$ cat src/rtl/fft_buf_pkg.sv
`default_nettype none
// +----------------------------------------------------------------+
// | fft_buf_pkg                                                     |
// | Shared types and helpers for the FFT sample capture buffer.     |
// | Rev 1.0                                                         |
// +----------------------------------------------------------------+
package fft_buf_pkg;

    typedef enum logic [1:0] {
        IDLE   = 2'd0,
        FILL   = 2'd1,
        FROZEN = 2'd2,
        READ   = 2'd3
    } state_t;

    localparam logic MODE_RING    = 1'b0;
    localparam logic MODE_ONESHOT = 1'b1;

    // Reverses the low nbits of value; upper bits of the result are zero.
    function automatic int unsigned bit_reverse(input int unsigned value, input int nbits);
        int unsigned r;
        r = 0;
        for (int i = 0; i < nbits; i++) begin
            r[i] = value[nbits-1-i];
        end
        return r;
    endfunction

endpackage
`default_nettype wire

$ cat src/rtl/fft_sample_buffer_if.sv
`default_nettype none
// +----------------------------------------------------------------+
// | fft_sample_buffer_if                                            |
// | Input sample strobe and replay valid/ready stream.              |
// | Rev 1.0                                                         |
// +----------------------------------------------------------------+
interface fft_sample_buffer_if #(
    parameter int DATA_W = 8
) ();
    logic              in_valid;
    logic [DATA_W-1:0] in_data;
    logic              out_valid;
    logic              out_ready;
    logic [DATA_W-1:0] out_data;
    logic              out_last;

    modport master (
        output in_valid, in_data, out_ready,
        input  out_valid, out_data, out_last
    );

    modport slave (
        input  in_valid, in_data, out_ready,
        output out_valid, out_data, out_last
    );
endinterface
`default_nettype wire

$ cat src/rtl/fft_buf_regfile.sv
`default_nettype none
// +----------------------------------------------------------------+
// | fft_buf_regfile                                                 |
// | Flop array, one synchronous write port, one async read port.    |
// | Rev 1.0                                                         |
// +----------------------------------------------------------------+
module fft_buf_regfile #(
    parameter int DATA_W     = 8,
    parameter int DEPTH_LOG2 = 4
) (
    input  logic                  clk,
    input  logic                  we,
    input  logic [DEPTH_LOG2-1:0] waddr,
    input  logic [DATA_W-1:0]     wdata,
    input  logic [DEPTH_LOG2-1:0] raddr,
    output logic [DATA_W-1:0]     rdata
);
    localparam int DEPTH = 1 << DEPTH_LOG2;

    logic [DATA_W-1:0] r_mem [DEPTH];

    always_ff @(posedge clk) begin
        if (we) begin
            r_mem[waddr] <= wdata;
        end
    end

    assign rdata = r_mem[raddr];
endmodule
`default_nettype wire

$ cat src/rtl/fft_sample_buffer.sv
`default_nettype none
// +----------------------------------------------------------------+
// | fft_sample_buffer                                               |
// | Captures a frame (one-shot or ring) and replays it oldest-first |
// | in natural or bit-reversed order over valid/ready.              |
// | Rev 1.0                                                         |
// +----------------------------------------------------------------+
module fft_sample_buffer
    import fft_buf_pkg::*;
#(
    parameter int DATA_W     = 8,
    parameter int DEPTH_LOG2 = 4
) (
    input  logic                 clk,
    input  logic                 rst_n,
    input  logic                 ena,
    input  logic                 mode,
    input  logic                 bitrev,
    input  logic                 arm,
    input  logic                 read_req,
    fft_sample_buffer_if.slave   bus,
    output logic                 full,
    output logic                 dropped,
    output logic [1:0]           state
);
    localparam logic [DEPTH_LOG2:0] c_depth = (DEPTH_LOG2+1)'(1 << DEPTH_LOG2);
    localparam logic [DEPTH_LOG2:0] c_last  = c_depth - 1'b1;

    state_t                r_state, w_state_nxt;
    logic                  r_mode, r_bitrev, r_full, r_dropped;
    logic                  r_out_valid, r_out_last;
    logic [DATA_W-1:0]     r_out_data, w_rd_data;
    logic [DEPTH_LOG2-1:0] r_wr_ptr, r_base, w_base_nxt, w_rd_ofs, w_rd_addr;
    logic [DEPTH_LOG2:0]   r_cnt, r_rd_idx;
    logic                  w_arm, w_wr_en, w_load, w_hs, w_enter_read;

    // arm is honoured everywhere except during replay; a same-cycle arm in
    // FILL restarts the capture and discards that cycle's sample.
    assign w_arm        = arm && (r_state != READ);
    assign w_wr_en      = ena && (r_state == FILL) && bus.in_valid && !arm;
    assign w_base_nxt   = w_wr_en ? r_wr_ptr + 1'b1 : r_wr_ptr;
    assign w_rd_ofs     = r_bitrev ? DEPTH_LOG2'(bit_reverse(32'(r_rd_idx), DEPTH_LOG2))
                                   : r_rd_idx[DEPTH_LOG2-1:0];
    assign w_rd_addr    = r_base + w_rd_ofs;
    assign w_hs         = r_out_valid && bus.out_ready;
    assign w_load       = (r_state == READ) && (!r_out_valid || bus.out_ready)
                          && !r_rd_idx[DEPTH_LOG2];
    assign w_enter_read = (w_state_nxt == READ) && (r_state != READ);

    fft_buf_regfile #(
        .DATA_W     (DATA_W),
        .DEPTH_LOG2 (DEPTH_LOG2)
    ) u_regfile (
        .clk   (clk),
        .we    (w_wr_en),
        .waddr (r_wr_ptr),
        .wdata (bus.in_data),
        .raddr (w_rd_addr),
        .rdata (w_rd_data)
    );

    always_ff @(posedge clk or negedge rst_n) begin
        if (!rst_n) begin
            r_state <= IDLE;
        end else if (ena) begin
            r_state <= w_state_nxt;
        end
    end

    always_comb begin
        w_state_nxt = r_state;
        case (r_state)
            IDLE: begin
                if (arm) w_state_nxt = FILL;
            end
            FILL: begin
                if (arm) begin
                    w_state_nxt = FILL;
                end else if (r_mode == MODE_ONESHOT && w_wr_en && r_cnt == c_last) begin
                    w_state_nxt = FROZEN;
                end else if (r_mode == MODE_RING && read_req && r_full) begin
                    w_state_nxt = READ;
                end
            end
            FROZEN: begin
                if (arm) begin
                    w_state_nxt = FILL;
                end else if (read_req) begin
                    w_state_nxt = READ;
                end
            end
            READ: begin
                if (w_hs && r_out_last) w_state_nxt = IDLE;
            end
            default: w_state_nxt = IDLE;
        endcase
    end

    always_ff @(posedge clk or negedge rst_n) begin
        if (!rst_n) begin
            r_mode      <= MODE_RING;
            r_bitrev    <= 1'b0;
            r_wr_ptr    <= '0;
            r_cnt       <= '0;
            r_full      <= 1'b0;
            r_dropped   <= 1'b0;
            r_base      <= '0;
            r_rd_idx    <= '0;
            r_out_valid <= 1'b0;
            r_out_last  <= 1'b0;
            r_out_data  <= '0;
        end else if (ena) begin
            if (w_arm) begin
                r_mode    <= mode;
                r_wr_ptr  <= '0;
                r_cnt     <= '0;
                r_full    <= 1'b0;
                r_dropped <= 1'b0;
            end else begin
                if (w_wr_en) begin
                    r_wr_ptr <= r_wr_ptr + 1'b1;
                    if (r_cnt != c_depth) r_cnt <= r_cnt + 1'b1;
                    if (r_cnt == c_last)  r_full <= 1'b1;
                end
                if (bus.in_valid && r_state != FILL) r_dropped <= 1'b1;
            end

            if (w_enter_read) begin
                r_base   <= w_base_nxt;
                r_bitrev <= bitrev;
                r_rd_idx <= '0;
            end else if (w_load) begin
                r_out_data  <= w_rd_data;
                r_out_last  <= (r_rd_idx == c_last);
                r_out_valid <= 1'b1;
                r_rd_idx    <= r_rd_idx + 1'b1;
            end else if (w_hs) begin
                r_out_valid <= 1'b0;
                r_out_last  <= 1'b0;
            end
        end
    end

    assign bus.out_valid = r_out_valid;
    assign bus.out_data  = r_out_data;
    assign bus.out_last  = r_out_last;
    assign full          = r_full;
    assign dropped       = r_dropped;
    assign state         = r_state;
endmodule
`default_nettype wire

$ cat src/flat_wrapper.sv
// flat-port wrapper written by rule: the top's interface ports become plain ports
module fft_sample_buffer_flat import fft_buf_pkg::*;
#(
    parameter int DATA_W     = 8,
    parameter int DEPTH_LOG2 = 4
)
  (clk, rst_n, ena, mode, bitrev, arm, read_req, full, dropped, state, bus_in_valid, bus_in_data, bus_out_ready, bus_out_valid, bus_out_data, bus_out_last);
  fft_sample_buffer_if #(.DATA_W(DATA_W)) bus_i ();
  input  logic clk;
  input  logic rst_n;
  input  logic ena;
  input  logic mode;
  input  logic bitrev;
  input  logic arm;
  input  logic read_req;
  output logic full;
  output logic dropped;
  output logic [1:0] state;
  input wire logic [$bits(bus_i.in_valid)-1:0] bus_in_valid;
  input wire logic [$bits(bus_i.in_data)-1:0] bus_in_data;
  input wire logic [$bits(bus_i.out_ready)-1:0] bus_out_ready;
  output wire logic [$bits(bus_i.out_valid)-1:0] bus_out_valid;
  output wire logic [$bits(bus_i.out_data)-1:0] bus_out_data;
  output wire logic [$bits(bus_i.out_last)-1:0] bus_out_last;
  assign bus_i.in_valid = bus_in_valid;
  assign bus_i.in_data = bus_in_data;
  assign bus_i.out_ready = bus_out_ready;
  assign bus_out_valid = bus_i.out_valid;
  assign bus_out_data = bus_i.out_data;
  assign bus_out_last = bus_i.out_last;
  fft_sample_buffer #(.DATA_W(DATA_W), .DEPTH_LOG2(DEPTH_LOG2)) u_core (.clk(clk), .rst_n(rst_n), .ena(ena), .mode(mode), .bitrev(bitrev), .arm(arm), .read_req(read_req), .bus(bus_i), .full(full), .dropped(dropped), .state(state));
endmodule
$ cat config.mk
export PLATFORM = sky130hd
export DESIGN_NAME = fft_sample_buffer_flat
export DESIGN_NICKNAME = d
export VERILOG_FILES = /design/src/rtl/fft_buf_pkg.sv /design/src/rtl/fft_sample_buffer_if.sv /design/src/rtl/fft_buf_regfile.sv /design/src/rtl/fft_sample_buffer.sv /design/src/flat_wrapper.sv
export SDC_FILE = /design/constraint.sdc
export NUM_CORES = 1
export LEC_CHECK = 0
export CELL_PAD_IN_SITES_DETAIL_PLACEMENT = 2
export CELL_PAD_IN_SITES_GLOBAL_PLACEMENT = 2
export CORE_MARGIN = 2
export CORE_UTILIZATION = 35
export DETAILED_ROUTE_END_ITERATION = 7
export GPL_TIMING_DRIVEN = 0
export HOLD_SLACK_MARGIN = 0.02
export PLACE_DENSITY = 0.63
export SETUP_SLACK_MARGIN = 0.15
export SYNTH_ARGS = -nofsm -noshare
export SYNTH_HDL_FRONTEND = slang
export SYNTH_HIERARCHICAL = 1
export SYNTH_SLANG_ARGS = --single-unit
$ cat constraint.sdc
create_clock -name clk -period 3.4 [get_ports clk]
set_input_delay 0.85 -clock clk [delete_from_list [all_inputs] [get_ports clk]]
set_output_delay 0.85 -clock clk [all_outputs]
set_load 0.02 [all_outputs]
# After elaboration in Yosys (flattened, before gate mapping)
# Memory sizes are Yosys's and may differ from the RTL's. A register that Yosys moved wholly into a read port is not among the register bits.
# Index checks and enable logic that the tools add are counted.
# classes
n_addsub	4
eq_ne	9
mux	26
n_bitwise	2
reduce_logical	34
# op_table
op	count
$mux 5	5
$logic_and 1x1->1	14
$mux 2	7
$mux 4	3
$reduce_and 3->1	4
$reduce_bool 2->1	6
$add 5x1->5 const B	2
$eq 5x4->1 const B	2
$mux 1	10
$pmux 2 s4	1
$reduce_and 2->1	4
$eq 2x2->1 const B	3
$ne 5x5->1 const B	1
$add 4x1->4 const B	1
$add 4x4->4	1
$logic_not 1->1	4
$eq 2x1->1 const B	1
$logic_not 2->1	1
$ne 2x1->1 const B	1
$ne 2x2->1 const B	1
$not 1->1	2
$logic_or 1x1->1	1
# totals
ff_bits	26
ram_bits	128
input_bits	17
out_inout_bits	14
elab_cells	87
mem_count	1
# mem_list
memory	words	width	rd	rd_clocked_by_memory_dff	write_ports	line_no	text
u_core.u_regfile.r_mem	16	8	1	1	1	fft_buf_regfile.sv:20	logic [DATA_W-1:0] r_mem [DEPTH];

# Depth between registers and ports, before layout
# Gate-level depths: netlist of the first run.
# depth
word_depth	13
depth_mapped	11
ltp_nobuf	10

# By module
# The synthesis of the first run kept the hierarchy.
# modules_own_cells
module	n_inst	cells_per_inst	area_each_um2	seq_area_each_um2
fft_buf_regfile	1	221	4987.3	3843.7
fft_sample_buffer	1	174	1914.3	850.8

# Worst setup path before layout of the first run
# No wires, ideal clock.
# synth_path
kind	input to register
from	input port arm
to	memory u_core.u_regfile.r_mem[0][0] (enable)
t_arrival_ns	2.759
setup_slack_ns	0.258
stages	5
n_path_buf	1
cell_sequence	buf_6 > or3b_4 > nor2_2 > or3b_2 > nor3_1
# synth_between
elab_chain_cells	4
# synth_rtl
item	line_no	text
start: declaration	flat_wrapper.sv:14	input logic arm;
$logic_not 1->1	fft_sample_buffer.sv:40	assign w_wr_en = ena && (r_state == FILL) && bus.in_valid && !arm;
$logic_and 1x1->1	fft_sample_buffer.sv:40	
named net u_core.w_wr_en	fft_sample_buffer.sv:35	logic w_arm, w_wr_en, w_load, w_hs, w_enter_read;
$mux 1	fft_buf_regfile.sv:23	if (we) begin
$mux 1 (not written as such)	fft_buf_regfile.sv:24	r_mem[waddr] <= wdata;
end: declaration	fft_buf_regfile.sv:20	
# The timed path passes the listed nets, and every way through them passes these cells.

# Worst setup path after layout of the first run
# layout_path
from	register u_core.r_bitrev
to	register u_core.r_out_data[4] (netlist: u_core/bus.out_data[4]) (read register of u_core.u_regfile.r_mem)
# layout_between
elab_chain_cells	2
# layout_rtl
item	line_no	text
start: declaration	fft_sample_buffer.sv:30	logic r_mode, r_bitrev, r_full, r_dropped;
start signal: assignment	fft_sample_buffer.sv:130	r_bitrev <= bitrev;
$mux 4	fft_sample_buffer.sv:42	assign w_rd_ofs = r_bitrev ? DEPTH_LOG2'(bit_reverse(32'(r_rd_idx), DEPTH_LOG2))
$add 4x4->4	fft_sample_buffer.sv:44	assign w_rd_addr = r_base + w_rd_ofs;
named net u_core.w_rd_addr[3]	fft_sample_buffer.sv:33	logic [DEPTH_LOG2-1:0] r_wr_ptr, r_base, w_base_nxt, w_rd_ofs, w_rd_addr;
end: declaration	fft_sample_buffer.sv:32	logic [DATA_W-1:0] r_out_data, w_rd_data;
# The timed path passes the listed nets, and every way through them passes these cells.
# A chain may end at the register's enable or synchronous reset.

==> results.md, run 1 <==
- Status: finished clean
- Diodes inserted: 0
- Hold buffer count at CTS: 0
- CTS clk-pin slew, worst paths: about 0.060 ns
- Layout Nets: between 400 and 500
- # setup viols final: 0
- Layout cells sized above 1: 0.248
- CP max stage delay: around 0.43 ns
- R2r startpoint: u_core/r_bitrev
- Crit. End Element: flop
- Sequential Power Share: 0.355
- Post-synth ARST share: 0.210
- Number of buffers created by CTS: 17
- Initial core utilization: 0.356
- Final min period: 3.07 ns
- NetSw: 2.32 mW
- WP data required: 3.72 ns
- Vias: 3,811
- I/O Buffers: 29
- RSZ-0062 raised after global routing: false
- # rows: 51
- Reg2reg setup slack: 0.33 ns
- Commonest cells post-synth: edfxtp_1 (128), dfrtp_1 (34), nand2_1 (22)
- Sw frac: 0.334
- Syn Inst Count: 395
- Unique masters post-synth: 59
- Drt pass-1 iters: 5
- Syn. warnings: 6
- CP Launch Type: flop
- Worst slew pin tran: 0.996 ns
- Final total power: slightly below 7 mW
- Die Span Y: 144 µm
- Final Max Tran Viols: 0
- Critical path origin: u_core/r_bitrev
- Pin count of the biggest net entering global routing: 32
- Arr. time, crit path: 3.38 ns
- Worst path slowest cell: dfrtp_2
- Initial antenna violation count: 0
- CTS tree: yes
- Family with the most delay on the worst path: compound AO/OA/AOI/OAI gates
- Root Driver: clkbuf_16
- Worst skew pair latency: 0.43 ns
- Die width: 144 µm
- Mean Syn Cell Area: 17.5 µm²
- Leak pwr: 2.86 nW
- Initial detailed-routing violation count: about 160
- DR vias/cell: 5.26
- Worst hold margin: 0.229 ns
- #FFs+latches synth: 162
- Type of the worst setup path: flop to flop
- Clk pwr share: 0.278
- Tightest Hold Check Type: input port to asynchronous set/reset pin
- Clock skew: 0.00844 ns
- DRC violations left: 0
- Combinational share of power: 0.367
- PD cells: between 800 and 900 nW/µm²
- WL per Instance: approximately 24 µm
- Worst path cell trace: mux2i_2, inv_1, ha_1, a21o_1, a21oi_1, xnor2_1, and2b_1, clkdlybuf4s25_2, a22oi_1, nand2_1, mux2_2
- CORE AREA: 19,400 µm²
- Dpl cells: between 600 and 700
- Worst-path fanout max: 8
- Setup Total Neg Slack: 0 ns
- Register area share after synthesis: 0.680
- EDFF count, synth: 128
- Total GRT Usage: 0.179
- Clock Path Buffers: 2
- Clock H-tree levels: 4
- Internal: about 4.6 mW
- Layout area overhead: 19.3%
- Postcts setup bufs: 0
- Syn nets: 422
- Dominant synthesized flop cell: edfxtp_1
- Post-synth design cell area: roughly 7000 µm²
- Final Hold Vio Count: 0
- Worst R2R End: u_core/bus.out_data[4]
- Placer Congestion: 0.717
- Synth area leaders: edfxtp_1 (56%), dfrtp_1 (12%), mux4_2 (5.9%)
- Number of max-cap violations: 0
- Most frequent cell after synthesis: edfxtp_1
- Hpwl dp: 11,200 µm
- Max rail drop VDD: between 0.5 and 0.6 mV
- First-pass GRT wire length: 26,400 µm
- Crit path buffers/inverters: 2
- Slew margin rel.: 0.333
- Die area: 20,900 µm²
- IO Pins: 31
- Vias in the first global route: 4,322
- Total global routing overflow: 0
- Top cell type's share of synthesized area: 0.557
- Fin crit share: 0.902
- Fin cells: between 700 and 800
- Total Wirelength: between 15,000 and 20,000 µm
- Synth area leader: edfxtp_1
- Clk sink count: between 150 and 200
- Max Freq: 0.326 GHz
- FF-to-FF path depth: 11
- Post-DRT Antenna Nets: 0
registers in the layout, summed over array words and instances (netlist names):
signal and flops:
u_core/bus.out_data 8, u_core/bus.out_last 1, u_core/bus.out_valid 1, u_core/dropped 1
u_core/full 1, u_core/r_base 4, u_core/r_bitrev 1, u_core/r_cnt 5
u_core/r_mode 1, u_core/r_rd_idx 5, u_core/r_wr_ptr 4, u_core/state 2
u_core/u_regfile/r_mem 128
cell type report:
class | count | area, µm²
fillers | 1863 | 11200
flip-flops and latches | 162 | 4700
multi-input cells | 199 | 2080
clock buffers | 19 | 443
well taps | 265 | 332
repair buffers | 32 | 324
plain buffers | 18 | 150
clock inverters | 13 | 149
inverters | 16 | 60.1
cell usage in the layout (no fill, tap or decap), types with 7 or more instances in the layout:
cell	netlist	routed
a22oi_1	17	12
mux4_1	14	14
clkbuf_16	0	17
nand2_1	22	22
clkdlybuf4s50_1	0	28
ha_1	9	9
inv_1	16	15
nor2_1	16	10
buf_4	4	7
mux4_2	18	18
mux2_2	16	16
edfxtp_1	128	128
dfrtp_1	34	33
through the flow:
stage / utilization / setup WS [ns] / instance area, µm²
5_1_grt: 0.424 / 0.162 / 8230
2_1_floorplan: - / 0.258 / 6900
3_3_place_gp: 0.388 / -0.749 / 7520
6_report: 0.424 / 0.332 / 8230
4_1_cts: 0.422 / 0.129 / 8190
3_5_place_dp: 0.390 / -0.516 / 7570
how the worst max path moves through the flow:
| stage | slack (ns) | depth (start not counted) | end |
|---|---|---|---|
| after detailed placement | -0.52 | 5 | u_core/u_regfile/r_mem[8][3] |
| after global routing | 0.16 | 11 | u_core/bus.out_data[4] |
| final | 0.33 | 11 | u_core/bus.out_data[4] |
| after global placement | -0.75 | 5 | u_core/u_regfile/r_mem[0][3] |
| after CTS | 0.13 | 5 | u_core/u_regfile/r_mem[2][5] |
| after floorplan | 0.26 | 5 | u_core/u_regfile/r_mem[0][0] |
power groups by stage:
stage                     Sequential, mW  Clock (mW)  Combinational (mW)
after global placement              2.48           0                2.39
final                               2.46        1.93                2.55
after detailed placement            2.50           0                2.46
after floorplan                     2.54           0                1.57
after global routing                2.50        2.04                2.77
after CTS                           2.46        1.98                2.52
logic make-up (layout without fill, tap and decap cells):
group,count (synthesis),in the layout,share of synthesized area
buf+inv,34,98,0.0288
simple gates,73,73,0.0535
compound gates,54,54,0.0602
fa+ha+maj,10,10,0.0192
flops,162,162,0.680
mux,56,56,0.150
xor+xnor,6,6,0.00761
routing by layer:
layer / up-vias / GRT usage / wire length (µm)
li1: 1675 / - / -
met1: 2047 / 0.231 / 7540
met2: 66 / 0.298 / 8670
met3: 23 / 0.0404 / 629
met4: 0 / 0.0639 / 301
met5: - / 0 / 0
timing repair:
item                                    4_1_cts  5_1_grt
gates resized for setup                       8       14
endpoints found under the setup margin       35       76
hold endpoints to repair                      0        0
pin swaps                                     0        1
Power figures use the tool's default switching activity.
==> inputs of run 2 (changes only) <==
--- a/config.mk
+++ b/config.mk
@@ -12,6 +12,7 @@
 export DETAILED_ROUTE_END_ITERATION = 7
 export GPL_TIMING_DRIVEN = 0
 export HOLD_SLACK_MARGIN = 0.02
+export MAX_ROUTING_LAYER = met4
 export PLACE_DENSITY = 0.63
 export SETUP_SLACK_MARGIN = 0.15
 export SYNTH_ARGS = -nofsm -noshare
==> run 2 against run 1 <==
Compared with the run above: critical path depth unchanged; worst hold slack improved by 0.0015 ns; clock power about the same; via count decreased by 0.21%; setup slack improved by 0.019 ns; final cell count unchanged; critical path type unchanged; largest cell class unchanged.
==> results.md, run 2 (synthesized netlist as in run 1, its figures left out) <==
- Status: finished clean
- Final Max Tran Viols: 0 (unchanged)
- Fin crit share: 0.897 (-0.00562)
- Clk sink count: 162 (unchanged)
- Pin count of the biggest net entering global routing: 32 (unchanged)
- DR vias/cell: 5.25 (-0.21%)
- Final total power: 6.95 mW (about the same)
- # rows: 51 (unchanged)
- WL per Instance: 23.7 µm (+0.20%)
- Die area: 20,900 µm² (unchanged)
- Max rail drop VDD: 0.594 mV (about the same)
- WP data required: 3.71 ns (about the same)
- Arr. time, crit path: 3.36 ns (-0.02 ns)
- Layout Nets: 473 (unchanged)
- Setup Total Neg Slack: 0 ns (unchanged)
- Crit. End Element: flop
- Hpwl dp: 11,200 µm (unchanged)
- Initial core utilization: 0.356 (unchanged)
- Critical path origin: u_core/r_bitrev
- Worst path slowest cell: dfrtp_2
- Die Span Y: 144 µm (unchanged)
- Max reg flops: 128 (unchanged)
- R2r startpoint: u_core/r_bitrev
- IO Pins: 31 (unchanged)
- Leak pwr: 2.86 nW (unchanged)
- FF-to-FF path depth: 11 (unchanged)
- Initial detailed-routing violation count: 165 (+3.8%)
- Worst Setup EP: u_core/bus.out_data[4]
- Total global routing overflow: 0 (unchanged)
- Clock Path Buffers: 2 (unchanged)
- Type of the worst setup path: flop to flop
- Vias: 3,803 (-0.21%)
- Worst-path fanout max: 8 (unchanged)
- Total GRT Usage: 0.185 (+0.00541)
- Max Freq: 0.328 GHz (+0.63%)
- Fin area: 8230 µm² (unchanged)
- Placed Area: 7570 µm² (unchanged)
- CP max stage delay: 0.43 ns (about the same)
- Total Wirelength: 17,200 µm (+0.20%)
- Final Hold Vio Count: 0 (unchanged)
- DRC violations left: 0 (unchanged)
- PD cells: 844 nW/µm² (about the same)
- Number of cells on the critical path: 11 (unchanged)
- I/O Buffers: 29 (unchanged)
- Fillers: 1,863 (unchanged)
- Diodes inserted: 0 (unchanged)
- Number of max-cap violations: 0 (unchanged)
- Vias in the first global route: 4,325 (+0.069%)
- Initial antenna violation count: 0 (unchanged)
- Worst slew pin tran: 1.01 ns (+0.0120 ns)
- Worst skew pair latency: 0.43 ns (about the same)
- Setup ws final: 0.351 ns (+0.0191 ns)
- CP Launch Type: flop
- Worst path cell trace: mux2i_2, inv_1, ha_1, a21o_1, a21oi_1, xnor2_1, and2b_1, clkdlybuf4s25_2, a22oi_1, nand2_1, mux2_2
- Clock skew: 0.00761 ns (-0.000832 ns)
- Pre-CTS setup slack: -0.516 ns (unchanged)
- Most flops, register: u_core/u_regfile/r_mem
- CORE AREA: 19,400 µm² (unchanged)
- RSZ-0062 raised after global routing: false
- CTS clk-pin slew, worst paths: 0.06 ns (about the same)
- Die width: 144 µm (unchanged)
- Post-DRT Antenna Nets: 0 (unchanged)
- Final min period: 3.05 ns (-0.0191 ns)
- Most common cell after layout, fill and taps aside: edfxtp_1
- Layout area overhead: 19.3% (unchanged)
- Placer Congestion: 0.725 (+1.2%)
- # setup viols final: 0 (unchanged)
- First-pass GRT wire length: 26,500 µm (about the same)
- Clock H-tree levels: 4 (unchanged)
- Postcts setup bufs: 0 (unchanged)
- Drt pass-1 iters: 4 (-1)
- Crit path buffers/inverters: 2 (unchanged)
- Number of buffers created by CTS: 17 (unchanged)
- Most frequent cells in the layout: edfxtp_1 (128), dfrtp_1 (33), clkdlybuf4s50_1 (28)
- Tightest Hold Check Type: input port to asynchronous set/reset pin
- Root Driver: clkbuf_16
- Worst R2R End: u_core/bus.out_data[4]
- Hold buffer count at CTS: 0 (unchanged)
- CTS tree: yes
- Family with the most delay on the worst path: compound AO/OA/AOI/OAI gates
- Reg2reg setup slack: 0.35 ns (+0.02 ns)
- Layout cells sized above 1: 0.248 (unchanged)
- Slew margin rel.: 0.326 (-0.00685)
[run 2: layout make-up]
class,count,area (µm²),share of cell area
Inverter,16,60.1,0.00730
Tap cell,265,332,0.0403
Timing Repair Buffer,32,324,0.0394
Clock inverter,13,149,0.0181
Clock buffer,19,443,0.0538
Sequential cell,162,4700,0.571
Buffer,18,150,0.0182
Multi-Input combinational cell,199,2080,0.252
[run 2: metrics by stage]
| step | std cells | hold WS, ns | utilization |
|---|---|---|---|
| floorplan | 395 | 0.487 | - |
| global placement | 689 | 0.487 | 0.388 |
| detailed placement | 692 | 0.496 | 0.390 |
| CTS | 724 | 0.214 | 0.422 |
| global route | 724 | 0.215 | 0.424 |
| finish | 724 | 0.230 | 0.424 |
[run 2: repair_timing]
action,in CTS,in global routing
setup endpoints to repair,35,76
resized for setup,8,14
pin swaps,0,1
[run 2: report_power, final]
part | internal, mW | leakage, nW | switching, mW
logic | 1.21 | 0.987 | 1.34
clock network | 1.12 | 0.284 | 0.815
registers | 2.30 | 1.59 | 0.167
[run 2: worst min-delay path by stage]
stage | end | cells past startpoint
floorplan | u_core/r_base[0] | 1
global placement | u_core/bus.out_data[6] | 1
detailed placement | u_core/bus.out_data[6] | 1
CTS | u_core/r_cnt[0] | 1
global route | u_core/r_cnt[0] | 1
finish | u_core/r_cnt[0] | 1
[run 2: routing by layer]
metal	up-vias	GRT usage	share of wire
met5	-	-	0
met4	0	0.0639	0.017
met3	23	0.0404	0.031
met2	57	0.297	0.51
met1	2046	0.232	0.45
li1	1677	-	-
==> inputs of run 3 (changes only) <==
--- a/config.mk
+++ b/config.mk
@@ -14,6 +14,7 @@
 export HOLD_SLACK_MARGIN = 0.02
 export MAX_ROUTING_LAYER = met4
 export PLACE_DENSITY = 0.63
+export REMOVE_ABC_BUFFERS = 1
 export SETUP_SLACK_MARGIN = 0.15
 export SYNTH_ARGS = -nofsm -noshare
 export SYNTH_HDL_FRONTEND = slang
==> run 3 against run 2 <==
Compared with the run above: sequential power is essentially flat; worst hold slack gained 0.020 ns; largest cell class unchanged; core utilization shrank 0.31 points; sequential share of layout area grew 0.40 points; largest power group is now sequential cells.
==> results.md, run 3 (synthesized netlist as in run 1, its figures left out) <==
- Status: finished clean
- Fillers: 1,889 (+1.4%)
- Layout cells sized above 1: 0.228 (-0.0202)
- Die area: 20,900 µm² (unchanged)
- PD cells: 811 nW/µm² (-3.9%)
- Worst skew pair latency: 0.43 ns (about the same)
- Fin area: 8170 µm² (-0.73%)
- Layout Nets: 461 (-2.5%)
- Initial detailed-routing violation count: 163 (-1.2%)
- # setup viols final: 0 (unchanged)
- DR vias/cell: 5.22 (-0.64%)
- First-pass GRT wire length: 25,400 µm (-4.1%)
- CP Launch Type: input port
- Drt pass-1 iters: 4 (unchanged)
- CP max stage delay: 0.85 ns (+0.42 ns)
- Leak pwr: 2.80 nW (-2.1%)
- Worst slew pin tran: 1.05 ns (+0.0424 ns)
- Final Max Tran Viols: 0 (unchanged)
- Clock H-tree levels: 4 (unchanged)
- Die width: 144 µm (unchanged)
- WP data required: 3.44 ns (-0.27 ns)
- Max Freq: 0.316 GHz (-3.6%)
- CTS tree: yes
- Hold buffer count at CTS: 0 (unchanged)
- Placer Congestion: 0.712 (-1.8%)
- Hpwl dp: 10,500 µm (-6.1%)
- CTS clk-pin slew, worst paths: 0.06 ns (about the same)
- Worst path slowest cell: nor2_1
- FF-to-FF path depth: 9 (-2)
- Clock Path Buffers: 2 (unchanged)
- Max rail drop VDD: 0.493 mV (-17%)
- Vias in the first global route: 4,064 (-6.0%)
- RSZ-0062 raised after global routing: true
- Final Hold Vio Count: 0 (unchanged)
- Fin crit share: 0.931 (+0.0339)
- Clk sink count: 162 (unchanged)
- Dpl cells: 678 (-2.0%)
- Most common cell after layout, fill and taps aside: edfxtp_1
- Final min period: 3.16 ns (+0.115 ns)
- I/O Buffers: 30 (+3.4%)
- Total Wirelength: 16,500 µm (-3.8%)
- Fin cells: 712 (-1.7%)
- # rows: 51 (unchanged)
- Post-DRT Antenna Nets: 0 (unchanged)
- Arr. time, crit path: 3.21 ns (-0.15 ns)
- Type of the worst setup path: input port to flop
- Crit path buffers/inverters: 1 (-1)
- Placed Area: 7510 µm² (-0.73%)
- Sequential Area: 4690 µm² (about the same)
- Reg2reg setup slack: 0.31 ns (-0.04 ns)
- Number of max-cap violations: 0 (unchanged)
- Max reg flops: 128 (unchanged)
- Initial antenna violation count: 0 (unchanged)
- Total GRT Usage: 0.177 (-0.00741)
- Initial core utilization: 0.356 (unchanged)
- Pin count of the biggest net entering global routing: 33 (+3.1%)
- Vias: 3,716 (-2.3%)
- WL per Instance: 23.2 µm (-2.1%)
- R2r startpoint: u_core/r_bitrev
- Most frequent cells in the layout: edfxtp_1 (128), dfrtp_1 (34), clkdlybuf4s50_1 (28)
- Most flops, register: u_core/u_regfile/r_mem
- Clock skew: 0.0132 ns (+0.00560 ns)
- DRC violations left: 0 (unchanged)
- Root Driver: clkbuf_16
- Die Span Y: 144 µm (unchanged)
- IO Pins: 31 (unchanged)
- Layout area overhead: 18.4%
- Family with the most delay on the worst path: simple AND/OR/NAND/NOR gates
- Multi-input logic area: 2110 µm² (+1.4%)
- Number of buffers created by CTS: 17 (unchanged)
- Worst R2R End: u_core/bus.out_data[1]
- CORE AREA: 19,400 µm² (unchanged)
- Worst-path fanout max: 10 (+2)
- Final total power: 6.63 mW (-4.6%)
- Diodes inserted: 0 (unchanged)
- Total global routing overflow: 0 (unchanged)
- Tightest Hold Check Type: input port to asynchronous set/reset pin
- Worst path cell trace: clkdlybuf4s50_1, or3b_4, nor2_4, nand3_1, nor2_1
- Crit. End Element: flop
- Slew margin rel.: 0.297 (-0.0284)
## run 3: cell count changes in the layout (fill, tap and decap cells not counted), sizes merged
cell           change
buf                -9
inv                -4
clkdlybuf4s25      -3
clkbuf             +2
clkinv             +2
clkdlybuf4s15      +1
clkinvlp           -1
## run 3: area by class of cell
type,count,share of cell area
clock buffers,22,0.0544
clock inverters,10,0.0158
inverters,16,0.00796
multi-input cells,199,0.258
flip-flops and latches,162,0.575
well taps,265,0.0406
repair buffers,38,0.0490
## run 3: what timing repair did
item | CTS | global route
setup endpoints to repair | 136 | 32
pin swaps | 0 | 1
gates cloned | 0 | 0
gates resized for setup | 20 | 2
buffers inserted | 0 | 2
## run 3: how the worst max path moves through the flow
stage	startpoint	to	slack [ns]	cells past startpoint
final	arm	u_core/u_regfile/r_mem[15][7]	0.24	5
after global routing	arm	u_core/u_regfile/r_mem[12][6]	0.11	5
after CTS	u_core/r_bitrev	u_core/bus.out_data[1]	0.20	7
after detailed placement	ena	u_core/u_regfile/r_mem[1][0]	-1.10	5
after global placement	ena	u_core/u_regfile/r_mem[0][1]	-1.56	5
after floorplan	u_core/r_bitrev	u_core/bus.out_data[0]	0.17	6
## run 3: power breakdown
group	leakage, nW	switching, mW	internal (mW)
clock	0.273	0.790	1.09
sequential	1.59	0.190	2.29
combinational	0.938	1.16	1.10
## run 3: metal layers
| metal | GRT usage | vias to the layer above | wire (µm) |
|---|---|---|---|
| met4 | 0.0562 | 0 | 242 |
| met1 | 0.226 | 1967 | 7230 |
| li1 | - | 1653 | - |
| met5 | - | - | 0 |
| met3 | 0.0341 | 20 | 655 |
| met2 | 0.288 | 76 | 8400 |
## run 3: per-stage QoR
step,util,hold slack (ns),setup slack [ns],TNS (ns)
floorplan,-,0.487,0.168,0
global placement,0.381,0.488,-1.56,-126.38
detailed placement,0.387,0.498,-1.10,-99.68
CTS,0.420,0.232,0.200,0
global route,0.421,0.243,0.109,0
finish,0.421,0.250,0.236,0
## run 3: worst reg2reg max path: stages (launching register included)
cell	delay, ns
dfrtp_1	0.46
mux2_2	0.40
ha_4	0.17
inv_1	0.08
fa_1	0.49
inv_6	0.30
mux4_1	0.37
a22oi_1	0.33
nand2_1	0.12
mux2_2	0.27
